===== src/rtl/press_replay.sv =====
// Replays queued single-cycle press events as fixed-width level pulses separated by a guaranteed low gap.
// Optional PRESS_REPLAY_RETRIGGER_EN: a press during HOLD extends the current pulse instead of queueing.
module press_replay #(
  parameter int unsigned CNT_THRESHOLD = 1000000 - 1,
  parameter int unsigned HOLD_TICKS    = 20,
  parameter int unsigned GAP_TICKS     = 10,
  parameter int unsigned PEND_W        = 4
) (
  input  logic              clk,
  input  logic              reset,
  input  logic              press,
  output logic              level_out,
  output logic              busy,
  output logic [PEND_W-1:0] pending,
  output logic              overflow
);

  localparam int unsigned PRESC_W   = (CNT_THRESHOLD > 0) ? $clog2(CNT_THRESHOLD + 1) : 1;
  localparam int unsigned MAX_TICKS = (HOLD_TICKS > GAP_TICKS) ? HOLD_TICKS : GAP_TICKS;
  localparam int unsigned TICK_W    = $clog2(MAX_TICKS + 1);

  localparam logic [PRESC_W-1:0] PRESC_LAST = PRESC_W'(CNT_THRESHOLD);
  localparam logic [TICK_W-1:0]  HOLD_LAST  = TICK_W'(HOLD_TICKS - 1);
  localparam logic [TICK_W-1:0]  GAP_LAST   = TICK_W'(GAP_TICKS - 1);
  localparam logic [PEND_W-1:0]  PEND_MAX   = '1;

  typedef enum logic [1:0] {
    IDLE = 2'd0,
    HOLD = 2'd1,
    GAP  = 2'd2
  } state_e;

  state_e              state_q, state_d;
  logic [PRESC_W-1:0]  presc_q, presc_d;
  logic [TICK_W-1:0]   tick_cnt_q, tick_cnt_d;
  logic [PEND_W-1:0]   pending_q, pending_d;
  logic                overflow_q, overflow_d;

  logic tick;
  logic enter_hold;
  logic retrigger;
  logic press_queued;
  logic pop_queue;

  always_comb begin
    state_d      = state_q;
    presc_d      = presc_q;
    tick_cnt_d   = tick_cnt_q;
    pending_d    = pending_q;
    overflow_d   = overflow_q;
    enter_hold   = 1'b0;
    retrigger    = 1'b0;
    press_queued = 1'b0;
    pop_queue    = 1'b0;
    tick         = (presc_q == PRESC_LAST);

    case (state_q)
      IDLE: begin
        if (press || (pending_q != '0)) begin
          state_d    = HOLD;
          enter_hold = 1'b1;
        end
      end
      HOLD: begin
        if (tick && (tick_cnt_q == HOLD_LAST)) begin
          state_d = GAP;
        end
      end
      GAP: begin
        if (tick && (tick_cnt_q == GAP_LAST)) begin
          if (press || (pending_q != '0)) begin
            state_d    = HOLD;
            enter_hold = 1'b1;
          end else begin
            state_d = IDLE;
          end
        end
      end
      default: state_d = IDLE;
    endcase

`ifdef PRESS_REPLAY_RETRIGGER_EN
    if ((state_q == HOLD) && press) begin
      state_d   = HOLD;
      retrigger = 1'b1;
    end
`endif

    // Every phase starts from a clean prescaler so its length is an exact multiple of a tick.
    if ((state_d != state_q) || retrigger || (state_q == IDLE)) begin
      presc_d    = '0;
      tick_cnt_d = '0;
    end else if (tick) begin
      presc_d    = '0;
      tick_cnt_d = tick_cnt_q + TICK_W'(1);
    end else begin
      presc_d    = presc_q + PRESC_W'(1);
    end

    // A press coinciding with a HOLD entry is that entry's source, so the queue is untouched.
    press_queued = press && !enter_hold && !retrigger;
    pop_queue    = enter_hold && !press;

    if (pop_queue) begin
      pending_d = pending_q - PEND_W'(1);
    end else if (press_queued) begin
      if (pending_q == PEND_MAX) begin
        overflow_d = 1'b1;
      end else begin
        pending_d = pending_q + PEND_W'(1);
      end
    end
  end

  always_ff @(posedge clk) begin
    if (reset) begin
      state_q    <= IDLE;
      presc_q    <= '0;
      tick_cnt_q <= '0;
      pending_q  <= '0;
      overflow_q <= 1'b0;
    end else begin
      state_q    <= state_d;
      presc_q    <= presc_d;
      tick_cnt_q <= tick_cnt_d;
      pending_q  <= pending_d;
      overflow_q <= overflow_d;
    end
  end

  assign level_out = (state_q == HOLD);
  assign busy      = (state_q != IDLE);
  assign pending   = pending_q;
  assign overflow  = overflow_q;

endmodule


===== config.mk =====
export PLATFORM = sky130hd
export DESIGN_NAME = press_replay
export DESIGN_NICKNAME = d
export VERILOG_FILES = /design/src/rtl/press_replay.sv
export SDC_FILE = /design/constraint.sdc
export NUM_CORES = 1
export LEC_CHECK = 0
export BUFFER_PORTS_ARGS = -buffer_cell sky130_fd_sc_hd__buf_2
export CAP_MARGIN = 0
export CORE_MARGIN = 2
export CORE_UTILIZATION = 53
export DETAILED_ROUTE_END_ITERATION = 12
export GPL_TIMING_DRIVEN = 0
export PLACE_DENSITY = 0.74
export SLEW_MARGIN = 30
export SYNTH_ARGS = -nofsm -noshare
export SYNTH_HDL_FRONTEND = slang
export SYNTH_SLANG_ARGS = --single-unit

===== constraint.sdc =====
create_clock -name clk -period 2.9 [get_ports clk]
set_clock_uncertainty 0.15 [all_clocks]
set_input_delay 0.58 -clock clk [delete_from_list [all_inputs] [get_ports clk]]
set_output_delay 0.58 -clock clk [all_outputs]
set_load 0.01 [all_outputs]

==> impl_metrics.tcl, run 1 <==
set metrics [dict create \
    ys_warn_count 0 \
    layout.nets 230 \
    hp-start "overflow" \
    ys_seq_area_frac 0.388 \
    min_period_over_period 0.963 \
    cp.required_ns 3.03 \
    slowest_delay_ns 0.47 \
    drt.antenna.violating_nets 0 \
    routedWlPerCell_microns 13.6 \
    synth_area_leaders "dfxtp_1 39%, nor2_1 5.5%, ha_1 5.3%, xor2_1 4.8%, o21ai_0 4.2%" \
    h-tree-depth 2 \
    clkLatencyLatePin_ns 0.35 \
    gp_congestion 0.800 \
    syn_nets 206 \
    reg2reg_from "presc_q[11]" \
    holdWs_ns 0.337 \
    antennaDiodeCount 0 \
    ys_types 36 \
    synth_top_area_frac 0.388 \
    grt_pass1_vias 1379 \
    power_density_mw_per_mm2 567 \
    synth.most_common_cell "dfxtp_1" \
    cts_made_buffers 5 \
    worst_setup_path_end_kind "flop" \
    routed_wirelength_microns 3460 \
    synth-edff-count 0 \
    cp_max_fo 6 \
    multi_input_area_sq_mm 0.00102 \
    cts_buffer_depth 2 \
    maxCapViolations 0 \
    setup_tns_ns 0 \
    critPathLaunch "presc_q[11]" \
    hold_class "reg -> reg" \
    worst_path_dominant_cell_family "simple AND/OR/NAND/NOR gates" \
    cp_slowest_cell "or4_4" \
    dieArea_sq_mm 0.00358 \
    rows 20 \
    critPathLaunchType "flop" \
    clk_pin_slew_ns 0.10 \
    grt_pass1_wl_microns 5870 \
    antenna_found_initial 0 \
    num_vias 1478 \
    worst_ep_arrival_time_ns 2.93 \
    setup_viol 0 \
    async_flop_share 0 \
    final-seq-area_sq_um 671 \
    yosysTopAreaCell "dfxtp_1" \
    start_util 0.550 \
    port_buffers 8 \
    status "finished, final reports clean" \
    drive_above_1_share 0.244 \
    crit_type "reg -> reg" \
    cts-root-buf "clkbuf_4" \
    tightest_slew_ns 0.657 \
    timing.fmax_ghz 0.358 \
    die_h_microns 59.8 \
    leakage_nw 0.689 \
    dr.first_iter.drc_count 65 \
    overflow 0 \
    synthCells 196 \
    cts_tree "yes" \
    first_pass_iters 4 \
    fillers 259 \
    grt_start_max_net_pins 12 \
    synth_area_sq_mm 0.00165 \
    rsz0062_at_grt "false" \
    min_period_ns 2.79 \
    die_x_microns 59.8 \
    io_pins 10 \
    hpwl_microns 2320 \
    syn_to_final_growth_pct 18.9 \
    core-area_sq_mm 0.00300 \
    ys_ff_latch 32 \
    cts_hold_buf 0 \
    crit_chain "or2_2 > or4_4 > o21ai_2 > and2_4 > ha_4 > xor2_1 > ha_2 > a21oi_1 > xor2_1 > or3_1 > a21oi_1" \
    drc_errors 0 \
    post_drt_via_cell_ratio 5.82 \
    grt_usage 0.218 \
    hold_viol 0 \
    synth_common_cells "32 x dfxtp_1, 24 x nor2_1, 14 x o21ai_0" \
    critPathBufInv 0 \
    synth_flop_cell "dfxtp_1" \
    avgSynthCellArea_sq_um 8.43 \
    vdd_ir_drop_max_uv 304 \
    slew_viol_final 0 \
    cts.sinks 32 \
    relSlewSlack 0.557 \
]
[path summary, 6_finish.rpt]
check	depth (start not counted)	to	slack [ns]
min	2	overflow	0.34
max reg2reg	11	pending[2]	0.11
max	11	pending[2]	0.11
min reg2reg	2	overflow	0.34
[sequential cells by signal, indices dropped and copies added (netlist names)]
register	cells
presc_q	20
tick_cnt_q	5
pending	4
state_q	2
overflow	1
[worst register-to-register path, stage by stage (launching register included)]
cell     delay [ns]
dfxtp_4        0.35
or2_2          0.29
or4_4          0.47
o21ai_2        0.16
and2_4         0.17
ha_4           0.13
xor2_1         0.17
ha_2           0.20
a21oi_1        0.05
xor2_1         0.17
or3_1          0.31
a21oi_1        0.14
[routing by layer]
metal / part of all wire / vias up / GRT usage / routed length (microns)
met4: 0.015 / 0 / 0.0889 / 51
met1: 0.44 / 700 / 0.253 / 1540
met2: 0.50 / 23 / 0.366 / 1750
met3: 0.037 / 6 / 0.0714 / 128
met5: 0 / - / 0 / 0
li1: - / 749 / - / -
[area by class of cell]
class | instances | share of cell area
clock inverters | 2 | 0.00509
inverters | 7 | 0.0134
flip-flops and latches | 32 | 0.341
multi-input cells | 149 | 0.518
repair buffers | 19 | 0.0624
well taps | 33 | 0.0210
clock buffers | 6 | 0.0261
plain buffers | 6 | 0.0134
[what timing repair did]
item                       4_1_cts  5_1_grt
resized for setup               14        3
setup endpoints to repair        2        2
setup buffers                    9        2
cloned                           0        0
pin swaps                        3        1
[layout by cell type, fill, tap and decap left out, types with 2 or more instances in the layout]
cell type | Yosys | routed
nor2b_1 | 2 | 2
ha_4 | 0 | 2
a22oi_1 | 5 | 5
xnor2_1 | 6 | 6
nand4_1 | 5 | 5
a21oi_1 | 11 | 11
and4_1 | 2 | 2
or2_2 | 2 | 2
o31ai_1 | 5 | 5
o21ai_0 | 14 | 13
clkbuf_1 | 2 | 2
nand3_1 | 10 | 10
nor3_1 | 2 | 2
nor2_1 | 24 | 24
or3_1 | 7 | 7
nand2_1 | 10 | 9
dfxtp_4 | 0 | 7
ha_1 | 7 | 4
nand2b_1 | 3 | 3
buf_4 | 1 | 11
clkbuf_4 | 0 | 5
inv_1 | 7 | 7
buf_2 | 4 | 11
nor4_1 | 4 | 3
clkinv_2 | 0 | 2
nor4bb_1 | 3 | 2
dfxtp_2 | 0 | 3
xor2_1 | 9 | 9
or4_1 | 8 | 7
dfxtp_1 | 32 | 22
[logic make-up after synthesis]
family,after synthesis,share of synthesized area
buffers and inverters,15,0.0394
adder cells (fa/ha/maj),7,0.0530
multiplexers,2,0.0129
flip-flops,32,0.388
XOR/XNOR,15,0.0795
AO/OA/AOI/OAI,38,0.136
AND/OR/NAND/NOR,87,0.291
[through the flow]
step / power (W) / area, sq um / worst slack [ns] / std cells / utilization
2_1_floorplan: 0.000752 / 1710 / 0.00180 / 196 / -
3_3_place_gp: 0.000817 / 1790 / -0.140 / 237 / 0.595
3_5_place_dp: 0.000840 / 1790 / -0.217 / 237 / 0.595
4_1_cts: 0.00113 / 1930 / 0.00599 / 252 / 0.644
5_1_grt: 0.00119 / 1970 / 0.00106 / 254 / 0.655
6_report: 0.00111 / 1970 / 0.108 / 254 / 0.655
[report_power, final]
group | switching [W] | total, W | internal, W
logic | 0.000185 | 0.000338 | 0.000153
registers | 0.0000352 | 0.000505 | 0.000469
clock network | 0.000157 | 0.000272 | 0.000115
total | 0.000377 | 0.00111 | 0.000738
Power figures use the tool's default switching activity.
==> inputs of run 2 (changes only) <==
- CORE_ASPECT_RATIO: not set -> 1.2
==> impl_metrics.tcl, run 2 (synthesis gave the netlist of run 1 again) <==
set metrics [dict create \
    cp_max_fo 4 \
    port_buffers 8 \
    routed_wirelength_microns 3890 \
    cp.required_ns 3.03 \
    setup_viol 0 \
    rows 22 \
    crit_type "reg -> reg" \
    cts_hold_buf 0 \
    top_register "presc_q" \
    cts.sinks 32 \
    drive_above_1_share 0.263 \
    grt_usage 0.250 \
    ff2ff_setup_slack_ns 0.16 \
    die_h_microns 65.2 \
    core-area_sq_mm 0.00303 \
    dr.first_iter.drc_count 82 \
    vdd_ir_drop_max_uv 470 \
    maxCapViolations 0 \
    holdPathEnd "overflow" \
    slowest_delay_ns 0.52 \
    min_period_ns 2.74 \
    worst_ep_arrival_time_ns 2.87 \
    min_path_cells 2 \
    grt_start_max_net_pins 12 \
    place_area_sq_mm 0.00179 \
    worst_setup_path_end_kind "flop" \
    syn_to_final_growth_pct 22.6 \
    dp_slack_ns -0.185 \
    critPathLaunchType "flop" \
    final_common_cell "nor2_1" \
    min_period_over_period 0.946 \
    routedWlPerCell_microns 15.0 \
    leakage_nw 0.715 \
    cts_tree "yes" \
    r2r-end "pending[2]" \
    fillers 248 \
    mostFrequentLayoutCells "24 x nor2_1, 21 x dfxtp_1, 15 x buf_4" \
    tightest_slew_ns 0.726 \
    cp_slowest_cell "or4_4" \
    hold_class "reg -> reg" \
    slew_viol_final 0 \
    crit_chain "ha_4 > nand2_2 > or4_4 > o21ai_4 > and2_4 > ha_4 > xor2_1 > ha_2 > a21oi_1 > xor2_1 > or3_1 > a21oi_1" \
    gp_congestion 0.730 \
    layout.nets 234 \
    final_cells 260 \
    h-tree-depth 2 \
    first_pass_iters 4 \
    hpwl_microns 2410 \
    clkLatencyLatePin_ns 0.34 \
    antennaDiodeCount 0 \
    clk_pin_slew_ns 0.10 \
    io_pins 10 \
    placedCellCount 240 \
    dieArea_sq_mm 0.00358 \
    cts_buffer_depth 2 \
    reg2regPathDepth 12 \
    drt.antenna.violating_nets 0 \
    power_density_mw_per_mm2 564 \
    start_util 0.546 \
    antenna_found_initial 0 \
    hp-start "overflow" \
    num_vias 1532 \
    final-seq-area_sq_um 672 \
    largest_reg_flops 20 \
    cts_made_buffers 5 \
    rsz0062_at_grt "false" \
    drc_errors 0 \
    hold_viol 0 \
    multi_input_area_sq_mm 0.00104 \
    status "finished, final reports clean" \
    grt_pass1_wl_microns 6510 \
    timing.fmax_ghz 0.365 \
    grt_pass1_vias 1507 \
    final_area_sq_mm 0.00203 \
    post_drt_via_cell_ratio 5.89 \
    setup_tns_ns 0 \
    fin_ws_ns 0.157 \
    cts-root-buf "clkbuf_4" \
    die_x_microns 55.0 \
    relSlewSlack 0.511 \
    overflow 0 \
    reg2reg_from "presc_q[0]" \
]
[run 2: cell types whose count changed in the layout (fill, tap and decap cells not counted), sizes merged]
cell | previous run | this run
clkbuf | 8 | 9
buf | 23 | 27
clkinv | 2 | 0
[run 2: through the flow]
stage	utilization	total power (W)	hold slack, ns
2_1_floorplan	-	0.000752	0.295
3_3_place_gp	0.591	0.000820	0.303
3_5_place_dp	0.591	0.000846	0.319
4_1_cts	0.646	0.00115	0.342
5_1_grt	0.669	0.00123	0.364
6_report	0.669	0.00114	0.333
[run 2: where the power goes]
group	internal [W]	leakage [nW]	switching (W)
logic	0.000158	0.411	0.000188
registers	0.000469	0.267	0.0000352
clock network	0.000137	0.0374	0.000153
[run 2: worst max path at each step]
stage | from | end | slack (ns) | cells after the start
4_1_cts | presc_q[11] | pending[2] | 0.02 | 11
5_1_grt | tick_cnt_q[1] | pending[2] | 0.002 | 13
2_1_floorplan | presc_q[2] | pending[2] | 0.002 | 13
3_5_place_dp | presc_q[2] | pending[2] | -0.19 | 13
6_report | presc_q[0] | pending[2] | 0.16 | 12
3_3_place_gp | presc_q[2] | pending[2] | -0.14 | 13
[run 2: repair_timing]
item | 4_1_cts | 5_1_grt
hold endpoints to repair | 0 | 0
pin swaps | 3 | 2
endpoints found under the setup margin | 2 | 2
gates resized for setup | 15 | 6
setup buffers | 11 | 4
[run 2: layout make-up]
class,instances,share of cell area
Multi-Input combinational cell,149,0.513
Sequential cell,32,0.332
Timing Repair Buffer,23,0.0754
Clock buffer,7,0.0321
Tap cell,36,0.0222
Buffer,6,0.0130
Inverter,7,0.0130
[run 2: worst max-delay path, delay by kind of cell, from the launching register on]
family | cells | cell delay (ns)
adder cells (fa/ha/maj) | 3 | 0.44
AO/OA/AOI/OAI | 3 | 0.31
AND/OR/NAND/NOR | 4 | 1.08
flip-flops | 1 | 0.37
XOR/XNOR | 2 | 0.32
[run 2: routing by layer]
metal / track usage / share of wire
met5: 0 / 0
met4: 0.113 / 0.016
met3: 0.0705 / 0.029
met2: 0.439 / 0.54
met1: 0.266 / 0.41
==> inputs of run 3 (changes only) <==
--- a/config.mk
+++ b/config.mk
@@ -7,2 +7,3 @@
 export LEC_CHECK = 0
+export ABC_AREA = 1
 export BUFFER_PORTS_ARGS = -buffer_cell sky130_fd_sc_hd__buf_2
@@ -10,7 +11,7 @@
 export CORE_ASPECT_RATIO = 1.2
-export CORE_MARGIN = 2
-export CORE_UTILIZATION = 53
+export CORE_MARGIN = 5
+export CORE_UTILIZATION = 54
 export DETAILED_ROUTE_END_ITERATION = 12
 export GPL_TIMING_DRIVEN = 0
-export PLACE_DENSITY = 0.74
+export PLACE_DENSITY = 0.75
 export SLEW_MARGIN = 30
==> constraint.sdc (replaced) <==
create_clock -name clk -period 2.9 [get_ports clk]
set_clock_uncertainty 0.15 [all_clocks]
set_input_delay 0 -clock clk [delete_from_list [all_inputs] [get_ports clk]]
set_output_delay 0 -clock clk [all_outputs]
set_load 0.01 [all_outputs]
==> impl_metrics.tcl, run 3 <==
set metrics [dict create \
    avgSynthCellArea_sq_um 7.29 \
    syn_to_final_growth_pct 11.2 \
    critPathLaunchType "flop" \
    async_flop_share 0 \
    port_buffers 9 \
    die_h_microns 74.5 \
    tightest_slew_ns 0.431 \
    num_vias 1555 \
    fillers 301 \
    synth_flop_cell "dfxtp_1" \
    antenna_found_initial 0 \
    first_pass_iters 4 \
    ff2ff_setup_slack_ns 0.27 \
    dr.first_iter.drc_count 67 \
    worst_ep_arrival_time_ns 2.70 \
    min_period_ns 2.63 \
    mostFrequentLayoutCells "43 x nor2_1, 37 x nand2_1, 36 x inv_1" \
    crit_chain "ha_2 > nand3_4 > nor2_4 > nand4_1 > nand2_1 > nand3_1 > inv_1 > ha_1 > xor2_1 > ha_1 > a21oi_1 > xor2_1 > a21oi_1" \
    cts_buffer_depth 2 \
    drt.antenna.violating_nets 0 \
    cts_made_buffers 5 \
    worst_setup_path_end_kind "flop" \
    slowest_delay_ns 0.38 \
    synthCells 257 \
    final_common_cell "nor2_1" \
    cts_tree "yes" \
    antennaDiodeCount 0 \
    busiest_layer "met2" \
    synth_area_sq_mm 0.00187 \
    ys_ff_latch 32 \
    yosysTopAreaCell "dfxtp_1" \
    rsz0062_at_grt "false" \
    place_area_sq_mm 0.00196 \
    final-seq-area_sq_um 641 \
    timing.fmax_ghz 0.381 \
    drc_errors 0 \
    synth.most_common_cell "nor2_1" \
    hpwl_microns 2520 \
    gp_congestion 0.843 \
    crit_type "reg -> reg" \
    slew_viol_final 0 \
    grt_pass1_wl_microns 6290 \
    post_cts_buffers 0 \
    grt_usage 0.166 \
    final_area_sq_mm 0.00208 \
    clk_pin_slew_ns 0.07 \
    die_x_microns 63.8 \
    io_pins 10 \
    cts-root-buf "clkbuf_8" \
    rows 23 \
    start_util 0.561 \
    clkLatencyLatePin_ns 0.29 \
    ys_warn_count 0 \
    synth_top_area_frac 0.342 \
    grt_util_met2 0.283 \
    syn_nets 267 \
    grt_start_max_net_pins 11 \
    ys_types 23 \
    power_density_mw_per_mm2 542 \
    grt_util_met1 0.194 \
    routed_wirelength_microns 3400 \
    h-tree-depth 2 \
    core-area_sq_mm 0.00334 \
    leakage_nw 0.786 \
    setup_viol 0 \
    drive_above_1_share 0.174 \
    overflow 0 \
    routedWlPerCell_microns 10.9 \
    synth_common_cells "43 x nor2_1, 37 x nand2_1, 36 x inv_1" \
    cp_slowest_cell "dfxtp_1" \
    maxCapViolations 0 \
    post_drt_via_cell_ratio 4.97 \
    min_period_over_period 0.906 \
    cp.required_ns 2.97 \
    hold_viol 0 \
    largest_reg_flops 20 \
    multi_input_area_sq_mm 0.00105 \
    grt_pass1_vias 1424 \
    ys_seq_area_frac 0.342 \
    synth_area_leaders "dfxtp_1 34%, nor2_1 8.6%, xor2_1 7.9%, nand2_1 7.4%, inv_1 7.2%" \
    setup_tns_ns 0 \
    status "finished, final reports clean" \
    cts.sinks 32 \
    dieArea_sq_mm 0.00475 \
    layout.nets 285 \
    cp_max_fo 4 \
    hold_class "in -> reg" \
    top_register "presc_q" \
    relSlewSlack 0.710 \
    synth-edff-count 0 \
    grt.met3_usage 0.0468 \
    vdd_ir_drop_max_uv 609 \
]
[run 3: changes by cell type after synthesis, moves of 6 or more]
cell	before	now
inv_1	7	36
nand2_1	10	37
nand4_1	5	11
nor2_1	24	43
nor2_2	0	14
o21ai_0	14	7
or3_1	7	0
or4_1	8	0
xor2_1	9	17
[run 3: final cells by class]
class	count	area share
clock inverter	2	0.00480
timing repair buffer	11	0.0312
clock buffer	6	0.0396
inverter	38	0.0685
tap	37	0.0222
buffer	5	0.0210
sequential	32	0.308
multi-input combinational	182	0.505
[run 3: worst paths after layout]
check,from,endpoint,cells after the start
hold / removal,reset,state_q[1],3
hold reg to reg,presc_q[0],presc_q[0],1
setup reg to reg,presc_q[0],pending[2],13
setup / recovery,presc_q[0],pending[2],13
[run 3: kinds of logic after synthesis]
family                     count (synthesis)  share of synthesized area
buffers and inverters                     43                     0.0995
adders and majority gates                  7                     0.0468
AOI/OAI and AO/OA                         17                     0.0461
DFF                                       32                      0.342
and+or+nand+nor                          133                      0.349
xor gates and xnor gates                  25                      0.117
[run 3: metal layers]
metal	vias to the layer above	routed length, microns
li1	848	-
met1	677	1520
met2	25	1710
met3	5	121
met4	0	57
met5	-	0
[run 3: worst max-delay path: cells and delay by family (launching register included)]
family,cells,cell delay (ns)
AOI/OAI and AO/OA,2,0.19
and+or+nand+nor,5,0.66
DFF,1,0.38
adders and majority gates,3,0.66
xor gates and xnor gates,2,0.42
buffers and inverters,1,0.10
[run 3: power breakdown]
group	total (W)	switching (W)	internal (W)	leakage, nW
sequential	0.000508	0.0000376	0.000470	0.259
clock	0.000356	0.000167	0.000189	0.0510
combinational	0.000266	0.000163	0.000103	0.476
[run 3: what timing repair did]
action                     4_1_cts  5_1_grt
setup endpoints to repair        0        4
hold buffers                     2        0
hold endpoints to repair         7        0
resized for setup                0        2
[run 3: through the flow]
stage	power (W)	cells	setup slack, ns	hold slack [ns]	utilization
after floorplan	0.000706	257	0.510	-0.0809	-
after global placement	0.000770	303	0.184	0.0628	0.588
after detailed placement	0.000776	303	0.142	0.0658	0.588
after CTS	0.00114	313	0.115	0.297	0.622
after global routing	0.00121	313	0.0329	0.335	0.624
final	0.00113	313	0.273	0.299	0.624
